<file path="config.mk">
export PLATFORM = sky130hd
export DESIGN_NAME = ds_integ_stage_flat
export DESIGN_NICKNAME = d
export VERILOG_FILES = /design/src/rtl/ds_pkg.sv /design/src/rtl/ds_integ_stage_if.sv /design/src/rtl/ds_sat_add.sv /design/src/rtl/ds_integ_stage.sv /design/src/flat_wrapper.sv
export SDC_FILE = /design/constraint.sdc
export NUM_CORES = 1
export LEC_CHECK = 0
export ABC_AREA = 1
export BUFFER_PORTS_ARGS = -buffer_cell sky130_fd_sc_hd__buf_2
export CAP_MARGIN = 5
export CORE_AREA = 2 2 133 135
export CTS_CLUSTER_DIAMETER = 30
export DETAILED_ROUTE_END_ITERATION = 12
export DIE_AREA = 0 0 135 137
export REMOVE_ABC_BUFFERS = 1
export SKIP_LAST_GASP = 1
export SYNTH_ARGS = -nofsm -noshare
export SYNTH_HDL_FRONTEND = slang
export SYNTH_SLANG_ARGS = --single-unit
export TNS_END_PERCENT = 50
</file>
<file path="constraint.sdc">
create_clock -name clk -period 9.2 [get_ports clk]
set_input_delay 0.46 -clock clk [delete_from_list [all_inputs] [get_ports clk]]
set_output_delay 0.46 -clock clk [all_outputs]
set_load 0.02 [all_outputs]
</file>
<file path="src/rtl/ds_pkg.sv">
// -----------------------------------------------------------------------------
// ds_pkg
// Shared definitions for the delta-sigma loop stages: datapath width,
// saturation limits, default feedback level, overload defaults, the
// integrator state enum and small arithmetic helpers.
// -----------------------------------------------------------------------------
package ds_pkg;

    // Datapath width (two's complement), fixed across all coefficient stages.
    localparam int W  = 41;
    // Extended width used for one integration step: two guard bits are enough
    // for the sum of three W-bit operands.
    localparam int WX = W + 2;

    localparam logic signed [W-1:0] SAT_MAX = {1'b0, {(W-1){1'b1}}};  //  2^40 - 1
    localparam logic signed [W-1:0] SAT_MIN = {1'b1, {(W-1){1'b0}}};  // -2^40

    // Quantizer feedback magnitude, 2^36.
    localparam logic signed [W-1:0] FB_LEVEL_DEFAULT = W'(64'sd68719476736);

    localparam int OVL_N_DEFAULT    = 4;
    localparam int OVL_HOLD_DEFAULT = 16;

    // Overload event counter width and its ceiling.
    localparam int               CNT_W   = 8;
    localparam logic [CNT_W-1:0] CNT_MAX = '1;

    typedef enum logic {
        RUN     = 1'b0,
        RECOVER = 1'b1
    } integ_state_e;

    // Sign-extend a datapath word to the step width.
    function automatic logic signed [WX-1:0] sext_wx(input logic signed [W-1:0] v);
        return {{(WX-W){v[W-1]}}, v};
    endfunction

    // Increment that sticks at the counter ceiling.
    function automatic logic [CNT_W-1:0] sat_inc(input logic [CNT_W-1:0] v);
        return (v == CNT_MAX) ? v : v + 1'b1;
    endfunction

endpackage

</file>
<file path="src/rtl/ds_integ_stage_if.sv">
// -----------------------------------------------------------------------------
// ds_integ_stage_if
// Bundle of the integrator stage control/data signals.
//   master : drives ce, clr, in, fb; observes the stage outputs.
//   slave  : the integrator itself; consumes ce/clr/in/fb and drives
//            out, out_valid, sat, recovering, ovf, ovf_cnt.
// -----------------------------------------------------------------------------
interface ds_integ_stage_if;
    import ds_pkg::*;

    logic                 ce;          // sample strobe
    logic                 clr;         // synchronous clear of all state
    logic signed [W-1:0]  in;          // scaled sample from coefficient stage
    logic                 fb;          // quantizer output (1 -> subtract level)

    logic signed [W-1:0]  out;         // integrator state
    logic                 out_valid;   // pulse, cycle after each accepted ce
    logic                 sat;         // last step clamped
    logic                 recovering;  // in the recovery window
    logic                 ovf;         // sticky overload flag
    logic [CNT_W-1:0]     ovf_cnt;     // overload event count, saturating

    modport master (
        output ce, clr, in, fb,
        input  out, out_valid, sat, recovering, ovf, ovf_cnt
    );

    modport slave (
        input  ce, clr, in, fb,
        output out, out_valid, sat, recovering, ovf, ovf_cnt
    );

endinterface

</file>
<file path="src/rtl/ds_sat_add.sv">
// -----------------------------------------------------------------------------
// ds_sat_add
// Combinational integration step: acc + in -/+ LEVEL evaluated in W+2 bits,
// then clamped to the W-bit signed range.
//   acc_i : current integrator state
//   in_i  : scaled input sample
//   sub_i : 1 -> subtract LEVEL, 0 -> add LEVEL
//   sum_o : clamped result
//   sat_o : 1 when the result was clamped
// -----------------------------------------------------------------------------
module ds_sat_add
    import ds_pkg::*;
#(
    parameter logic signed [W-1:0] LEVEL = FB_LEVEL_DEFAULT
) (
    input  logic signed [W-1:0] acc_i,
    input  logic signed [W-1:0] in_i,
    input  logic                sub_i,
    output logic signed [W-1:0] sum_o,
    output logic                sat_o
);

    logic signed [WX-1:0] acc_x;
    logic signed [WX-1:0] in_x;
    logic signed [WX-1:0] lvl_x;
    logic signed [WX-1:0] sum_x;
    // Sign bit plus the two guard bits; the value fits in W bits only when
    // all of these agree.
    logic [WX-W:0]        top_bits;

    always_comb begin
        acc_x    = sext_wx(acc_i);
        in_x     = sext_wx(in_i);
        lvl_x    = sext_wx(LEVEL);
        sum_x    = sub_i ? (acc_x + in_x - lvl_x) : (acc_x + in_x + lvl_x);
        top_bits = sum_x[WX-1:W-1];

        sum_o = sum_x[W-1:0];
        sat_o = 1'b0;
        if ((top_bits != '0) && (top_bits != '1)) begin
            sat_o = 1'b1;
            sum_o = sum_x[WX-1] ? SAT_MIN : SAT_MAX;
        end
    end

endmodule

</file>
<file path="src/rtl/ds_integ_stage.sv">
// -----------------------------------------------------------------------------
// ds_integ_stage
// Saturating integrator of the delta-sigma loop with overload recovery.
// Each ce adds the scaled sample and the -/+FB_LEVEL feedback to the state.
// OVL_N consecutive clamped steps declare overload: the state is zeroed and
// held there for OVL_HOLD strobes before integration resumes.
//   clk, rst_n : clock, asynchronous active-low reset
//   bus        : slave side of ds_integ_stage_if (ce, clr, in, fb in;
//                out, out_valid, sat, recovering, ovf, ovf_cnt out)
// -----------------------------------------------------------------------------
module ds_integ_stage
    import ds_pkg::*;
#(
    parameter logic signed [W-1:0] FB_LEVEL = FB_LEVEL_DEFAULT,
    parameter int                  OVL_N    = OVL_N_DEFAULT,
    parameter int                  OVL_HOLD = OVL_HOLD_DEFAULT
) (
    input  logic                clk,
    input  logic                rst_n,
    ds_integ_stage_if.slave     bus
);

    localparam int RUN_W  = (OVL_N    > 1) ? $clog2(OVL_N)    : 1;
    localparam int HOLD_W = (OVL_HOLD > 1) ? $clog2(OVL_HOLD) : 1;
    localparam logic [RUN_W-1:0]  RUN_LAST  = RUN_W'(OVL_N - 1);
    localparam logic [HOLD_W-1:0] HOLD_LAST = HOLD_W'(OVL_HOLD - 1);

    integ_state_e         state_q,     state_d;
    logic signed [W-1:0]  out_q,       out_d;
    logic                 out_valid_q, out_valid_d;
    logic                 sat_q,       sat_d;
    logic                 ovf_q,       ovf_d;
    logic [CNT_W-1:0]     ovf_cnt_q,   ovf_cnt_d;
    logic [RUN_W-1:0]     sat_run_q,   sat_run_d;
    logic [HOLD_W-1:0]    hold_cnt_q,  hold_cnt_d;

    logic signed [W-1:0]  step_sum;
    logic                 step_sat;

    ds_sat_add #(
        .LEVEL (FB_LEVEL)
    ) u_sat_add (
        .acc_i (out_q),
        .in_i  (bus.in),
        .sub_i (bus.fb),
        .sum_o (step_sum),
        .sat_o (step_sat)
    );

    always_comb begin
        state_d     = state_q;
        out_d       = out_q;
        out_valid_d = 1'b0;
        sat_d       = sat_q;
        ovf_d       = ovf_q;
        ovf_cnt_d   = ovf_cnt_q;
        sat_run_d   = sat_run_q;
        hold_cnt_d  = hold_cnt_q;

        if (bus.clr) begin
            // Clear wins over a simultaneous ce: no step, no valid pulse.
            state_d    = RUN;
            out_d      = '0;
            sat_d      = 1'b0;
            ovf_d      = 1'b0;
            ovf_cnt_d  = '0;
            sat_run_d  = '0;
            hold_cnt_d = '0;
        end else if (bus.ce) begin
            out_valid_d = 1'b1;
            case (state_q)
                RUN: begin
                    out_d = step_sum;
                    sat_d = step_sat;
                    if (!step_sat) begin
                        sat_run_d = '0;
                    end else if (sat_run_q == RUN_LAST) begin
                        // This clamped step completes the overload run: drop
                        // the state to zero in the same cycle as the switch.
                        out_d      = '0;
                        sat_run_d  = '0;
                        hold_cnt_d = '0;
                        state_d    = RECOVER;
                        ovf_d      = 1'b1;
                        ovf_cnt_d  = sat_inc(ovf_cnt_q);
                    end else begin
                        sat_run_d = sat_run_q + 1'b1;
                    end
                end
                RECOVER: begin
                    // Input and feedback are ignored while the loop settles.
                    out_d = '0;
                    sat_d = 1'b0;
                    if (hold_cnt_q == HOLD_LAST) begin
                        state_d    = RUN;
                        hold_cnt_d = '0;
                    end else begin
                        hold_cnt_d = hold_cnt_q + 1'b1;
                    end
                end
            endcase
        end
    end

    always_ff @(posedge clk or negedge rst_n) begin
        if (!rst_n) begin
            state_q     <= RUN;
            out_q       <= '0;
            out_valid_q <= 1'b0;
            sat_q       <= 1'b0;
            ovf_q       <= 1'b0;
            ovf_cnt_q   <= '0;
            sat_run_q   <= '0;
            hold_cnt_q  <= '0;
        end else begin
            state_q     <= state_d;
            out_q       <= out_d;
            out_valid_q <= out_valid_d;
            sat_q       <= sat_d;
            ovf_q       <= ovf_d;
            ovf_cnt_q   <= ovf_cnt_d;
            sat_run_q   <= sat_run_d;
            hold_cnt_q  <= hold_cnt_d;
        end
    end

    assign bus.out        = out_q;
    assign bus.out_valid  = out_valid_q;
    assign bus.sat        = sat_q;
    assign bus.recovering = (state_q == RECOVER);
    assign bus.ovf        = ovf_q;
    assign bus.ovf_cnt    = ovf_cnt_q;

endmodule

</file>
<file path="src/flat_wrapper.sv">
// flat-port wrapper written by rule: the top's interface ports become plain ports
module ds_integ_stage_flat import ds_pkg::*;
#(
    parameter logic signed [W-1:0] FB_LEVEL = FB_LEVEL_DEFAULT,
    parameter int                  OVL_N    = OVL_N_DEFAULT,
    parameter int                  OVL_HOLD = OVL_HOLD_DEFAULT
)
  (clk, rst_n, bus_ce, bus_clr, bus_in, bus_fb, bus_out, bus_out_valid, bus_sat, bus_recovering, bus_ovf, bus_ovf_cnt);
  ds_integ_stage_if bus_i ();
  input  logic clk;
  input  logic rst_n;
  input wire logic [$bits(bus_i.ce)-1:0] bus_ce;
  input wire logic [$bits(bus_i.clr)-1:0] bus_clr;
  input wire logic [$bits(bus_i.in)-1:0] bus_in;
  input wire logic [$bits(bus_i.fb)-1:0] bus_fb;
  output wire logic [$bits(bus_i.out)-1:0] bus_out;
  output wire logic [$bits(bus_i.out_valid)-1:0] bus_out_valid;
  output wire logic [$bits(bus_i.sat)-1:0] bus_sat;
  output wire logic [$bits(bus_i.recovering)-1:0] bus_recovering;
  output wire logic [$bits(bus_i.ovf)-1:0] bus_ovf;
  output wire logic [$bits(bus_i.ovf_cnt)-1:0] bus_ovf_cnt;
  assign bus_i.ce = bus_ce;
  assign bus_i.clr = bus_clr;
  assign bus_i.in = bus_in;
  assign bus_i.fb = bus_fb;
  assign bus_out = bus_i.out;
  assign bus_out_valid = bus_i.out_valid;
  assign bus_sat = bus_i.sat;
  assign bus_recovering = bus_i.recovering;
  assign bus_ovf = bus_i.ovf;
  assign bus_ovf_cnt = bus_i.ovf_cnt;
  ds_integ_stage #(.FB_LEVEL(FB_LEVEL), .OVL_N(OVL_N), .OVL_HOLD(OVL_HOLD)) u_core (.clk(clk), .rst_n(rst_n), .bus(bus_i));
endmodule
</file>
## Word-level counts from Yosys, hierarchy flattened

Index checks and enable logic that the tools add are counted.

- Register bits after elaboration: 59
- Input port bits: 46
- Output and inout bits: 53
- Word-level logic and storage cells: 74

- $add $sub $neg: 6
- Equal/unequal tests: 8
- Multiplexer cells: 42
- Bitwise operators: 1
- Reduce and logical (&&, ||, !) cells: 9

Operator list:

| cell | count |
|---|---|
| $mux 41 | 6 |
| $pmux 41 s2 | 1 |
| $mux 8 | 6 |
| $add 42x38->43 const B | 1 |
| $mux 43 | 1 |
| $sub 42x38->43 const B | 1 |
| $add 41x41->42 | 1 |
| $mux 4 | 5 |
| $mux 1 | 15 |
| $mux 2 | 5 |
| $add 8x1->8 const B | 1 |
| $eq 8x8->1 const B | 1 |
| $pmux 4 s2 | 1 |
| $ne 3x2->1 const B | 2 |
| $reduce_bool 2->1 | 3 |
| $reduce_and 5->1 | 1 |
| $add 4x1->4 const B | 1 |
| $eq 4x4->1 const B | 1 |
| $ne 2x2->1 const B | 2 |
| $pmux 1 s2 | 2 |
| $reduce_and 4->1 | 1 |
| $ne 3x3->1 const B | 1 |
| $reduce_and 3->1 | 1 |
| $reduce_bool 3->1 | 1 |
| 5 further kinds | 5 |

## Logic depth before layout (Yosys ltp)

- Depth in word-level cells: 11
- Mapped depth: 27

## Cells and area by module

From an unflattened synthesis, not the netlist that was laid out.

- Cells, all modules: 869
- Area, all modules: 5773.0 µm²

By module, submodules not included:

| module | instances | cells an instance | area an instance (µm²) | seq. area each (µm²) |
|---|---|---|---|---|
| ds_sat_add | 1 | 576 | 3203.1 | 0.0 |
| ds_integ_stage | 1 | 293 | 2570.0 | 1476.4 |

## Worst setup path before layout

No wires, ideal clock.

- Kind: flip-flop to flip-flop
- Start: register u_core.out_q[0], in the netlist u_core.bus.out[0]
- End: register u_core.out_q[12], in the netlist u_core.bus.out[12]
- Library setup time: 0.066 ns
- Arrival: 4.278 ns
- Required time: 9.134 ns
- Path slack: 4.857 ns
- Stages on the path, launching flop included: 27
- Path through: dfrtp_1 > ha_1 > fa_1 > inv_1 > nor2_1 > nor2_2 > o21ai_0 > nand2_1 > nand2_1 > a21oi_1 > o21ai_0 > a211oi_1 > xor2_1 > ha_1 > a21oi_1 > o21bai_1 > nand2_1 > nand2_1 > o21ai_0 > inv_1 > or2_2 > nand3_2 > nand2_4 > o21ai_4 > buf_6 > nand3_2 > nand2_1

- Cells in the longest elaborated chain, start to end: 11

RTL lines:

| what | RTL line | source |
|---|---|---|
| start: declaration | ds_integ_stage.sv:29 | `logic signed [W-1:0] out_q, out_d;` |
| start signal: assignment | ds_integ_stage.sv:117 | `out_q <= out_d;` |
| $add 41x41->42 * | ds_sat_add.sv:35 | `sum_x = sub_i ? (acc_x + in_x - lvl_x) : (acc_x + in_x + lvl_x);` |
| $add 42x38->43 or $sub 42x38->43 (tied branches) | ds_sat_add.sv:35 |  |
| $mux 43 * | ds_sat_add.sv:35 |  |
| $ne 3x3->1 or $reduce_bool 3->1 (tied branches) | ds_sat_add.sv:40 | `if ((top_bits != '0) && (top_bits != '1)) begin` |
| $logic_and 1x1->1 | ds_sat_add.sv:40 |  |
| $mux 41 | ds_sat_add.sv:40 |  |
| $mux 41 | ds_integ_stage.sv:77 | `end else if (sat_run_q == RUN_LAST) begin` |
| $mux 41 * | ds_integ_stage.sv:75 | `if (!step_sat) begin` |
| $pmux 41 s2 * | ds_integ_stage.sv:71 | `case (state_q)` |
| $mux 41 * | ds_integ_stage.sv:69 | `end else if (bus.ce) begin` |
| $mux 41 * | ds_integ_stage.sv:60 | `if (bus.clr) begin` |

Every way passes the cells marked *; elsewhere a longest branch is shown, timed or not. The select of a mux whose other input is x is not followed.
A chain may end at the register's enable or synchronous reset.

## Final worst setup path

- Start: register u_core.out_q[0], in the netlist u_core.bus.out[0]
- End: register u_core.out_q[6], in the netlist u_core.bus.out[6]

Same word-level chain as after synthesis.

==> summary.md <==
| Metric | Value |
|---|---|
| Status | finished clean |
| Post-synthesis cell area | 5840 µm² |
| Combinational fraction of design power | 0.692 |
| Register area share after synthesis | 0.253 |
| Post-route setup TNS | 0 ps |
| CTS tree | yes |
| Most common cell in the synthesized netlist | nand2_1 |
| # nets final | approximately 1100 |
| Critical path launch point type | register |
| Skew final | a little over 9 ps |
| Max Cap Viol | 0 |
| Via count | a little under 6000 |
| Sw Share | 0.551 |
| Final period utilization | 0.661 |
| Number of synthesized flops with an enable pin | 0 |
| Setup crit end kind | register |
| Yosys reg bits | 59 |
| Ranking of synthesized cells by area | dfrtp_1 25%, nand2_1 17%, ha_1 11%, nand3_1 6.9%, inv_1 5.0% |
| Core area | 17100 µm² |
| Number of nets with antenna violations after routing | 0 |
| Worst Path Arrival | 6360 ps |
| Final Setup Violations | 0 |
| Psw | 1450 µW |
| GRT Total Usage | 0.189 |
| Worst EP required | between 9000 and 10000 ps |
| Crit path to | u_core.bus.out[6]$_DFFE_PN0P_ |
| CTS buffer count | 9 |
| Least-Margin Pin Slew | ~1100 ps |
| Iteration-0 DRC Markers | 358 |
| Final Hold Viols | 0 |
| DP HPWL | 13000 µm |
| Worst IR Drop VDD | around 0.4 mV |
| Global route overflow | 0 |
| Ports | 99 |
| Crit Path Category | reg2reg |
| CTS Buffer Depth | 2 |
| Vias in the first global route | 5821 |
| Share of cells above drive strength 1 | 0.166 |
| Int Power | about 1200 µW |
| Die area | 18500 µm² |
| Drt first pass iters | 5 |
| Die W | between 100 and 150 µm |
| Gpl congestion | 0.932 |
| Drt via density | 4.95 |
| RSZ-0062 raised after global routing | false |
| Post-CTS setup repair buffer count | 0 |
| Maximum clock frequency | between 150 and 200 MHz |
| Clk_lat worst skew | around 350 ps |
| Yosys top cell area share | 0.253 |
| First-pass GRT wire length | between 20000 and 30000 µm |
| Layout area overhead | 17.6% |
| Slew margin rel. | 0.270 |
| Initial antenna violation count | 0 |
| Port Buffers | between 90 and 100 |
| Final Critical Period | ~6000 ps |
| Initial Utilization | 0.342 |
| CP Launch Point | u_core.bus.out[0]$_DFFE_PN0P_ |
| Part of the power in registers | 0.157 |
| Die Span Y | between 100 and 150 µm |
| Pin count of the biggest net entering global routing | 60 |
| Synthesized area per cell | between 6 and 7 µm² |
| Post-route DRC | 0 |
| Final setup margin | roughly 3100 ps |
| Ys flop type | dfrtp_1 |
| Dpl ws | about 3000 ps |
| Post-Route WL | about 17000 µm |
| Sink Count | slightly below 60 |
| R2R Path Start | u_core.bus.out[0]$_DFFE_PN0P_ |
| Most frequent cells after synthesis | 269 x nand2_1, 81 x nand3_1, 78 x inv_1, 76 x nor2_1, 59 x dfrtp_1 |
| Cells after synthesis | around 860 |
| Leakage | 0.00361 µW |
| Fin. max-slew vios | 0 |
| CTS H-tree lvls | 3 |
| Antenna diodes | 0 |
| Reg-to-reg setup timing slack | between 3000 and 4000 ps |
| Clock Pin Slew Worst Setup and Hold Paths | 60 ps |
| Synth cell types | 39 |
| Crit path max fanout | 43 |
| Power Density | about 380 nW/µm² |
| R2r endpoint | u_core.bus.out[6]$_DFFE_PN0P_ |
| Most area-hungry cell type in the Yosys netlist | dfrtp_1 |
| WL per Instance | about 14 µm |
| HP Class | in2async |
| Final total power | approximately 2600 µW |
| CTS resizes | 0 |
| R2r worst-path depth | 26 |
| Clk root buf | clkbuf_16 |
| Cell row count | 48 |
| Ys async rst share | 1.00 |
| Clock share of power | 0.150 |
| Hold_buf cts | 0 |
| Yosys synthesis warning count | 0 |
==> layout make-up <==
class | count | area (µm²)
fill | 1881 | 10200
multi-input combinational | 704 | 3960
sequential | 59 | 1480
timing repair buffer | 101 | 513
inverter | 79 | 297
tap | 225 | 282
clock buffer | 9 | 225
clock inverter | 7 | 116
==> through the flow <==
stage | area (µm²) | std cells | util | hold WS [ps]
6_report | 6870 | 1184 | 0.403 | 274
5_1_grt | 6870 | 1184 | 0.403 | 362
4_1_cts | 6870 | 1184 | 0.403 | 309
3_5_place_dp | 6530 | 1168 | 0.383 | 480
3_3_place_gp | 6530 | 1168 | 0.383 | 476
2_1_floorplan | 5720 | 842 | - | 164
==> worst min path at each step <==
| stage | to | slack [ps] | depth (start not counted) |
|---|---|---|---|
| after floorplan | u_core.bus.out[0]$_DFFE_PN0P_ | 160 | 0 |
| after global placement | u_core.sat_run_q[1]$_DFFE_PN0P_ | 480 | 2 |
| after detailed placement | u_core.sat_run_q[1]$_DFFE_PN0P_ | 480 | 2 |
| after CTS | u_core.bus.out_valid$_DFF_PN0_ | 310 | 2 |
| after global routing | u_core.bus.out_valid$_DFF_PN0_ | 360 | 2 |
| final | u_core.bus.out_valid$_DFF_PN0_ | 270 | 2 |
==> cell families after synthesis <==
kind of cell               Yosys count  synth area share
AOI/OAI and AO/OA                  109             0.106
xor gates and xnor gates            46            0.0690
adders and majority gates           51             0.112
buffers and inverters              100            0.0718
DFF                                 59             0.253
and+or+nand+nor                    498             0.388
==> power groups by stage <==
stage	combinational (µW)	clock (µW)	sequential (µW)
after detailed placement	1810	0	416
after global routing	2040	413	426
after global placement	1790	0	416
after floorplan	1250	0	497
final	1820	394	413
after CTS	1810	403	413
==> critical path, stage by stage (launching register included) <==
cell	delay, ps
dfrtp_1	390
ha_1	300
fa_1	490
inv_1	80
nor2_1	50
nor2_2	190
o21ai_0	170
nand2_1	80
nand2_1	140
a21oi_1	340
o21ai_0	290
a211oi_1	350
xor2_1	180
ha_1	300
a21oi_1	210
o21bai_1	110
nand2_1	70
nand2_1	50
o21ai_0	210
inv_1	110
or2_2	300
nand3_2	630
nand2_4	140
o21ai_4	90
buf_4	460
nand3_1	140
nand2_1	100
==> registers in the layout, indices dropped and copies added (netlist names) <==
signal and cells:
u_core.bus.out 41, u_core.bus.recovering 1, u_core.bus.ovf 1, u_core.sat_run_q 2, u_core.bus.sat 1, u_core.hold_cnt_q 4
u_core.bus.out_valid 1, u_core.bus.ovf_cnt 8
==> routing by layer <==
layer,up-vias,share of wire,wire (µm),track usage
met5,-,0,0,0
met3,20,0.042,711,0.0352
li1,3041,-,-,-
met4,0,0.017,290,0.0590
met2,119,0.44,7440,0.301
met1,2679,0.50,8450,0.260
==> cell usage in the layout, fill, tap and decap left out, drive strengths merged, types with 2 or more instances in the layout <==
master / count
and3: 2
o21a: 3
clkinv: 3
nor4: 2
ha: 49
a211oi: 3
bufinv: 3
nand4: 14
nor3: 12
nor2: 82
clkbuf: 9
inv: 79
nand2: 272
a31oi: 8
o21ai: 25
o21bai: 8
xnor2: 23
dfrtp: 59
xor2: 23
nand3: 108
a21oi: 56
nand3b: 4
fa: 2
buf: 101
No activity file was read; power rests on OpenSTA's default activity.
